`src/rtl/instr_encoder.sv`:
```
// instr_encoder: packs RV64 instruction fields into a 32-bit word, range-checks the immediate, queues results in an output FIFO
// Optional feature: define INSTR_ENCODER_ERR_CNT_EN to add err_cnt_o, a saturating count of accepted requests that erred.
// Ports:
//   clk_i, rstn_i           clock, asynchronous active-low reset
//   flush_i                 synchronous clear of FIFO contents (wins over push/pop)
//   req_valid_i/req_ready_o request handshake; fields fmt_i, opcode_i, rd_i, rs1_i, rs2_i, funct3_i, funct7_i, imm_i
//   rsp_valid_o/rsp_ready_i response handshake; rsp_instr_o encoded word (0 on error), rsp_err_o
//   err_cnt_o               (optional) error counter
module instr_encoder #(
  parameter int FIFO_DEPTH = 2
) (
  input  logic        clk_i,
  input  logic        rstn_i,
  input  logic        flush_i,
  input  logic        req_valid_i,
  output logic        req_ready_o,
  input  logic [2:0]  fmt_i,
  input  logic [6:0]  opcode_i,
  input  logic [4:0]  rd_i,
  input  logic [4:0]  rs1_i,
  input  logic [4:0]  rs2_i,
  input  logic [2:0]  funct3_i,
  input  logic [6:0]  funct7_i,
  input  logic [63:0] imm_i,
  output logic        rsp_valid_o,
  input  logic        rsp_ready_i,
  output logic [31:0] rsp_instr_o,
  output logic        rsp_err_o
`ifdef INSTR_ENCODER_ERR_CNT_EN
  ,
  output logic [15:0] err_cnt_o
`endif
);
  localparam int AW = $clog2(FIFO_DEPTH);
  localparam int CW = AW + 1;
  logic          w_fits12, w_fitsb, w_fitsu, w_fitsj, w_fitsc, w_err;
  logic [31:0]   w_enc;
  logic          w_push, w_pop, w_full;
  logic [32:0]   r_mem [FIFO_DEPTH];
  logic [AW-1:0] r_wptr, r_rptr;
  logic [CW-1:0] r_cnt;
  // a field fits when every bit above its sign bit matches the sign bit
  always_comb begin
    w_fits12 = &imm_i[63:11] | ~|imm_i[63:11];
    w_fitsb  = ~imm_i[0] & (&imm_i[63:12] | ~|imm_i[63:12]);
    w_fitsu  = ~|imm_i[11:0] & (&imm_i[63:31] | ~|imm_i[63:31]);
    w_fitsj  = ~imm_i[0] & (&imm_i[63:20] | ~|imm_i[63:20]);
    w_fitsc  = ~|imm_i[63:5];
    w_err    = (fmt_i == 3'd1 || fmt_i == 3'd2) ? !w_fits12 :
               fmt_i == 3'd3 ? !w_fitsb :
               fmt_i == 3'd4 ? !w_fitsu :
               fmt_i == 3'd5 ? !w_fitsj :
               fmt_i == 3'd6 ? !w_fitsc :
               fmt_i == 3'd7;
    w_enc    = w_err ? 32'h0 :
               fmt_i == 3'd1 ? {imm_i[11:0], rs1_i, funct3_i, rd_i, opcode_i} :
               fmt_i == 3'd2 ? {imm_i[11:5], rs2_i, rs1_i, funct3_i, imm_i[4:0], opcode_i} :
               fmt_i == 3'd3 ? {imm_i[12], imm_i[10:5], rs2_i, rs1_i, funct3_i, imm_i[4:1], imm_i[11], opcode_i} :
               fmt_i == 3'd4 ? {imm_i[31:12], rd_i, opcode_i} :
               fmt_i == 3'd5 ? {imm_i[20], imm_i[10:1], imm_i[11], imm_i[19:12], rd_i, opcode_i} :
               fmt_i == 3'd6 ? {funct7_i, rs2_i, imm_i[4:0], funct3_i, rd_i, opcode_i} :
               {funct7_i, rs2_i, rs1_i, funct3_i, rd_i, opcode_i};
  end
  assign w_full      = r_cnt == CW'(FIFO_DEPTH);
  assign req_ready_o = !w_full && !flush_i;
  assign w_push      = req_valid_i && req_ready_o;
  assign w_pop       = rsp_valid_o && rsp_ready_i;
  assign rsp_valid_o = r_cnt != '0;
  // head slot drives the outputs; when empty it is stale and consumers ignore it
  assign rsp_instr_o = r_mem[r_rptr][31:0];
  assign rsp_err_o   = r_mem[r_rptr][32];
  always_ff @(posedge clk_i or negedge rstn_i) begin
    if (!rstn_i) begin
      r_wptr <= '0;
      r_rptr <= '0;
      r_cnt  <= '0;
      for (int i = 0; i < FIFO_DEPTH; i++) r_mem[i] <= '0;
    end else if (flush_i) begin
      r_wptr <= '0;
      r_rptr <= '0;
      r_cnt  <= '0;
    end else begin
      if (w_push) r_mem[r_wptr] <= {w_err, w_enc};
      r_wptr <= r_wptr + AW'(w_push);
      r_rptr <= r_rptr + AW'(w_pop);
      r_cnt  <= r_cnt + CW'(w_push) - CW'(w_pop);
    end
  end
`ifdef INSTR_ENCODER_ERR_CNT_EN
  logic [15:0] r_err_cnt;
  always_ff @(posedge clk_i or negedge rstn_i) begin
    if (!rstn_i) r_err_cnt <= '0;
    else if (w_push && w_err && !(&r_err_cnt)) r_err_cnt <= r_err_cnt + 16'd1;
  end
  assign err_cnt_o = r_err_cnt;
`endif
endmodule

```
`config.mk`:
```
export PLATFORM = sky130hd
export DESIGN_NAME = instr_encoder
export DESIGN_NICKNAME = d
export VERILOG_FILES = /design/src/rtl/instr_encoder.sv
export SDC_FILE = /design/constraint.sdc
export NUM_CORES = 1
export LEC_CHECK = 0
export ABC_CLOCK_PERIOD_IN_PS = 2200
export CORE_ASPECT_RATIO = 2
export CORE_MARGIN = 5
export CORE_UTILIZATION = 47
export CTS_BUF_LIST = sky130_fd_sc_hd__clkbuf_16
export CTS_CLUSTER_DIAMETER = 200
export CTS_CLUSTER_SIZE = 14
export DETAILED_ROUTE_END_ITERATION = 8
export PLACE_DENSITY = 0.82
export SYNTH_ARGS = -nofsm -noshare
export SYNTH_HDL_FRONTEND = slang
export SYNTH_SLANG_ARGS = --single-unit
```
`constraint.sdc`:
```
create_clock -name clk_i -period 2.2 [get_ports clk_i]
set_clock_uncertainty 0.1 [all_clocks]
set_input_delay 0.44 -clock clk_i [delete_from_list [all_inputs] [get_ports clk_i]]
set_output_delay 0.44 -clock clk_i [all_outputs]
set_load 0.01 [all_outputs]
```
### Word-level counts from Yosys, hierarchy flattened

Cells that the tools add are included.

* bits in read-only memories: 0
* bits in writable memories: 0
* output and inout bits: 35
* memories: 0
* register bits after elaboration: 70
* bits in latches: 0
* word-level logic and storage cells: 80

* divide/modulo/power cells: 0
* magnitude comparators: 3
* eq/ne operators: 8
* add/subtract/negate cells: 4
* reduce and logical (&&, ||, !) cells: 28
* bitwise gates (word level): 11
* $mul: 0
* muxes and demuxes: 21
* shift operators: 0

Operators with widths (number)
* $mux W32: 6
* $mux W33: 4
* $bwmux W66: 1
* $reduce_or A59 Y1: 1
* $reduce_and A53 Y1: 1
* $reduce_or A53 Y1: 1
* $reduce_and A52 Y1: 1
* $reduce_or A52 Y1: 1
* $reduce_and A44 Y1: 1
* $reduce_or A44 Y1: 1
* $demux W33 S1: 1
* $reduce_and A33 Y1: 1
* $reduce_or A33 Y1: 1
* $mux W20: 1
* $eq A3 B3 Y1 const B: 4
* $reduce_or A12 Y1: 1
* $logic_not A1 Y1: 11
* $mux W1: 7
* $eq A3 B2 Y1 const B: 2
* $ge A2 B2 Y1 const B: 2
* $logic_and A1 B1 Y1: 4
* $not A1 Y2: 2
* $or A1 B1 Y1: 4
* $and A1 B1 Y1: 3
* 11 further kinds: 13

### Longest topological paths before layout

* depth in word-level cells: 11
* depth in mapped cells: 9
* mapped depth without buffers: 7

### Worst setup path after synthesis

Ideal clock, no wire load.

* path kind: input-to-reg
* from: input fmt_i[0]
* to: register r_mem[27] (netlist name)
* data required time: 1.990 ns
* setup time: 0.110 ns
* stages: 8
* arrival time: 2.087 ns
* path slack: -0.097 ns
* path through: buf_6 nor4_1 nand2_1 or4_1 a21oi_2 a211oi_2 buf_6 o41ai_1

* longest elaborated chain between the ends: 8
* elaborated cells between the ends (all ways): 20
* classes of those cells: eq/ne: 7; mux: 12; reduce/logical: 1

RTL lines
* from (decl): RTL line 17 `input logic [2:0] fmt_i,`
* $eq A3 B3 Y1 (on tied branches)
* $mux W32 / $mux W1 (equally long branches): RTL line 60, 53
* $mux W32 / $mux W1 (equally long branches): RTL line 59, 52
* $mux W32 / $mux W1 (equally long branches): RTL line 58, 51
* $mux W32 / $mux W1 (equally long branches): RTL line 57, 50
* $mux W32 / $mux W1 (equally long branches): RTL line 56, 49
* $mux W32 *: RTL line 55 `w_enc = w_err ? 32'h0 :`
* $bwmux W66 *: RTL line 83 `if (w_push) r_mem[r_wptr] <= {w_err, w_enc};`
* to (signal, indexed assignment): RTL line 83
* to (decl): RTL line 39 `logic [32:0] r_mem [FIFO_DEPTH];`

Mark *: on every way between the ends. The rest lies on a longest branch, timed or not.
A chain may end at the register's enable or synchronous reset.

### Worst setup path in the final report

* from: input imm_i[36]
* to: register r_mem[20] (netlist name)

* longest elaborated chain between the ends: 11
* elaborated cells between the ends (all ways): 31
* classes of those cells: mux: 7; bitwise: 7; reduce/logical: 17

RTL lines
* from (decl): RTL line 24 `input logic [63:0] imm_i,`
* $reduce_or A44 Y1: RTL line 47 `w_fitsj = ~imm_i[0] & (&imm_i[63:20] | ~|imm_i[63:20]);`
* $logic_not A1 Y1: RTL line 47
* $or A1 B1 Y1: RTL line 47
* $and A1 B1 Y1: RTL line 47
* $logic_not A1 Y1: RTL line 52 `fmt_i == 3'd5 ? !w_fitsj :`
* $mux W1: RTL line 52
* $mux W1: RTL line 51 `fmt_i == 3'd4 ? !w_fitsu :`
* $mux W1: RTL line 50 `fmt_i == 3'd3 ? !w_fitsb :`
* $mux W1 *: RTL line 49 `w_err = (fmt_i == 3'd1 || fmt_i == 3'd2) ? !w_fits12 :`
* $mux W32 *: RTL line 55
* $bwmux W66 *: RTL line 83

Marks and branches as above.

==> summary.txt <==
Timing
  • Final hold viol count: 0
  • Setup TNS: -15.39 ns
  • Final Max Slew Viols: 0
  • Final worst-path cycle share: 119%
  • Min Tclk post-route: 2.63 ns
  • Worst hold slack: 0.00617 ns
  • Setup violators final: 66
  • Worst Tran Pin Value: 0.887 ns
  • Maximum clock frequency: 380 MHz
  • Final WS setup: -0.428 ns
  • Worst slew margin: 40.9%
  • RSZ-0062 raised after global routing: true

Worst setup path
  • Startpoint class of the critical path: input port
  • Setup crit end kind: flop
  • Worst path required time: 2.33 ns
  • Crit Path Category: input port to flop
  • Worst-path fanout max: 8
  • Worst Path Arrival: 2.76 ns

CTS
  • Root buf cell: clkbuf_16
  • Worst-path clk slew: 0.06 ns
  • Clock buffer depth: 2
  • H-tree Lvls: 3
  • TritonCTS Buffers: 9
  • Worst-Skew Late Latency: 0.33 ns
  • Hold-fix buffer count after cts: 0
  • CTS sink count: 70
  • CTS tree: built

Detailed routing
  • TritonRoute pass-1 iters: 5
  • Avg WL per Cell: 29.2 um
  • Vias: 5363
  • DRC errors left: 0
  • Drt total wl: 22.1 mm
  • Final ANT Viol Nets: 0
  • Initial DRC Count: 509
  • Vias per Instance: 7.10

Floorplan
  • Number of core rows: 48
  • # IOs: 139
  • Core outline area: 8650 um2
  • Die Area: 11000 um2
  • Starting Density: 48.4%
  • DIE WIDTH: 76.8 um
  • Chip height: 144 um

Outcome
  • Failing checks: negative setup slack
  • Status: finished, violations left

Synth
  • Sequential fraction of the synthesis area: 41.8%
  • Syn. warnings: 0
  • Commonest register cell after synthesis: dfrtp_1
  • Cells after Synth: 432
  • Synthesized cell area: 4190 um2
  • Post-synth EDFFs: 0
  • Syn_nets: 538
  • Seq cells post-synth: 70
  • Synth cell types: 44
  • Syn avg cell area: 9.70 um2
  • Ys async rst share: 100%

Finish
  • Layout cell share with drive strength beyond 1: 42.2%
  • Area Growth Syn to Fin: 85.0%
  • Filler instances: 333
  • Commonest non-fill, non-tap cell in the layout: buf_4
  • Most frequent cells in the layout: buf_4, dfrtp_1, nand2_1, dlygate4sd2_1, clkdlybuf4s50_1
  • Layout net count: 755
  • Register area: 1750 um2
  • Final Util: 89.6%
  • Multi-input gate area: 3200 um2
  • Layout Cells excl Fill: 755

Global routing
  • Vias in the first global route: 5283
  • Largest net degree at the start of global routing: 71
  • First-pass GRT wire length: 28.6 mm
  • Total congestion overflow: 0
  • Initial antenna violation count: 1
  • GRT Overall Usage: 33.3%

Placed design
  • Cells after DPL: 711
  • Port buffer count: 138
  • HPWL Detailed: 11.5 mm
  • Gpl congestion: 0.925

Power and ir drop
  • Sw power: 0.00210 W
  • Final Power: 0.00596 W
  • Sw Share: 35.1%
  • Max VDD drop: 1.03 mV
  • Combinational share of power: 43.1%
  • LEAKAGE: 3.71 nW
  • Seq pwr share: 30.8%
  • P_int: 0.00387 W
  • PD cells: 769 nW/um2
  • Clock Power Share: 26.1%

Hold path
  • Hold Path Class: input port to asynchronous set/reset pin

Flow run
  • Max-cap check violation count: 0
==> cells in the mapped netlist, types with 2 or more instances <==
| cell type | instances | share of area (%) |
|---|---|---|
| dfrtp_1 | 70 | 42 |
| nand2_1 | 68 | 6.1 |
| o41ai_1 | 46 | 9.6 |
| mux2_2 | 32 | 8.6 |
| clkbuf_1 | 27 | 2.4 |
| a21oi_1 | 18 | 2.2 |
| nor4_1 | 16 | 2.4 |
| a32o_1 | 14 | 3.3 |
| nand4_1 | 13 | 1.9 |
| o21ai_0 | 13 | 1.6 |
| o22ai_1 | 11 | 1.6 |
| mux2i_1 | 9 | 2.2 |
| nand2b_1 | 9 | 1.3 |
| a22oi_1 | 8 | 1.4 |
| inv_1 | 8 | 0.72 |
| nor2_1 | 8 | 0.72 |
| a22o_1 | 6 | 1.3 |
| buf_6 | 6 | 1.6 |
| nand3_1 | 6 | 0.72 |
| buf_1 | 5 | 0.45 |
| o221ai_1 | 5 | 1.0 |
| o41ai_2 | 4 | 1.6 |
| and2_1 | 3 | 0.45 |
| nor3_1 | 3 | 0.36 |
| ha_1 | 2 | 0.60 |
| nor2b_1 | 2 | 0.30 |
| or4_1 | 2 | 0.36 |
| xnor2_1 | 2 | 0.42 |
==> layout make-up <==
cell class,count,share of cell area [%]
Timing Repair Buffer,246,30.0
Clock buffer,9,2.91
Inverter,8,0.387
Sequential cell,70,22.6
Multi-Input combinational cell,314,41.3
Tap cell,100,1.61
Antenna cell,1,0.0323
Clock inverter,7,1.15
==> routing by layer <==
metal  track usage, %  routed length (um)  vias up
met2             60.2               11100      468
met5                0                   0        -
met3             7.59                2050      164
li1                 -                   -     2136
met4             19.2                1850        0
met1             34.6                7060     2595
==> flip-flops by register name, summed over array words and instances (netlist names) <==
signal	flops
r_rptr	1
r_wptr	1
r_mem	66
r_cnt	2
==> worst max-delay path: stages <==
cell and delay [ns]:
clkdlybuf4s15_1 0.22, nor4_2 0.35, nand4_1 0.22, or3_4 0.45, a21oi_4 0.22, a211oi_4 0.07
buf_12 0.15, buf_12 0.13, buf_16 0.14, o41ai_4 0.36
==> power groups by stage <==
stage,logic [W],registers (W),clock network [W]
3_5_place_dp,0.00216,0.00180,0
3_3_place_gp,0.00209,0.00177,0
2_1_floorplan,0.00117,0.00173,0
4_1_cts,0.00222,0.00178,0.00154
6_report,0.00257,0.00183,0.00156
5_1_grt,0.00268,0.00184,0.00161
==> worst paths after layout <==
path,cells after the start,slack (ns),startpoint,to
min,2,0.006,rstn_i,r_mem[50]$_DFFE_PN0P_
max reg2reg,7,0.29,r_cnt[1]$_DFF_PN0_,r_cnt[1]$_DFF_PN0_
min in group clk_i,2,0.37,r_mem[14]$_DFFE_PN0P_,r_mem[14]$_DFFE_PN0P_
max,10,-0.43,imm_i[36],r_mem[20]$_DFFE_PN0P_
min reg2reg,2,0.37,r_mem[14]$_DFFE_PN0P_,r_mem[14]$_DFFE_PN0P_
max in group asynchronous,2,1.64,rstn_i,r_rptr$_DFF_PN0_
==> cell families (layout without fill, tap and decap cells) <==
kind of cell             after synthesis  in the layout  synth area share [%]
XOR/XNOR                               3              3                 0.627
other                                  0              1                     0
AND/OR/NAND/NOR                      134            134                  15.3
AO/OA/AOI/OAI                        134            134                  25.5
buffers and inverters                 48            270                  5.44
multiplexers                          41             41                  10.8
adder cells (fa/ha/maj)                2              2                 0.597
flip-flops                            70             70                  41.8
==> repair_timing <==
item                                   CTS  global route
gates resized for setup                209            67
buffers inserted                        12            11
gates cloned                             5             5
setup endpoints to repair               99            73
endpoints found under the hold margin    0             0
pin swaps                               33            15
==> stage by stage <==
stage               worst slack [ns]  cell area (um2)
finish                        -0.428             7750
global route                  -0.525             7750
CTS                           -0.158             7350
detailed placement            -0.788             6610
global placement              -0.693             6610
floorplan                    -0.0401             4620
(Power assumes the default switching activity.)
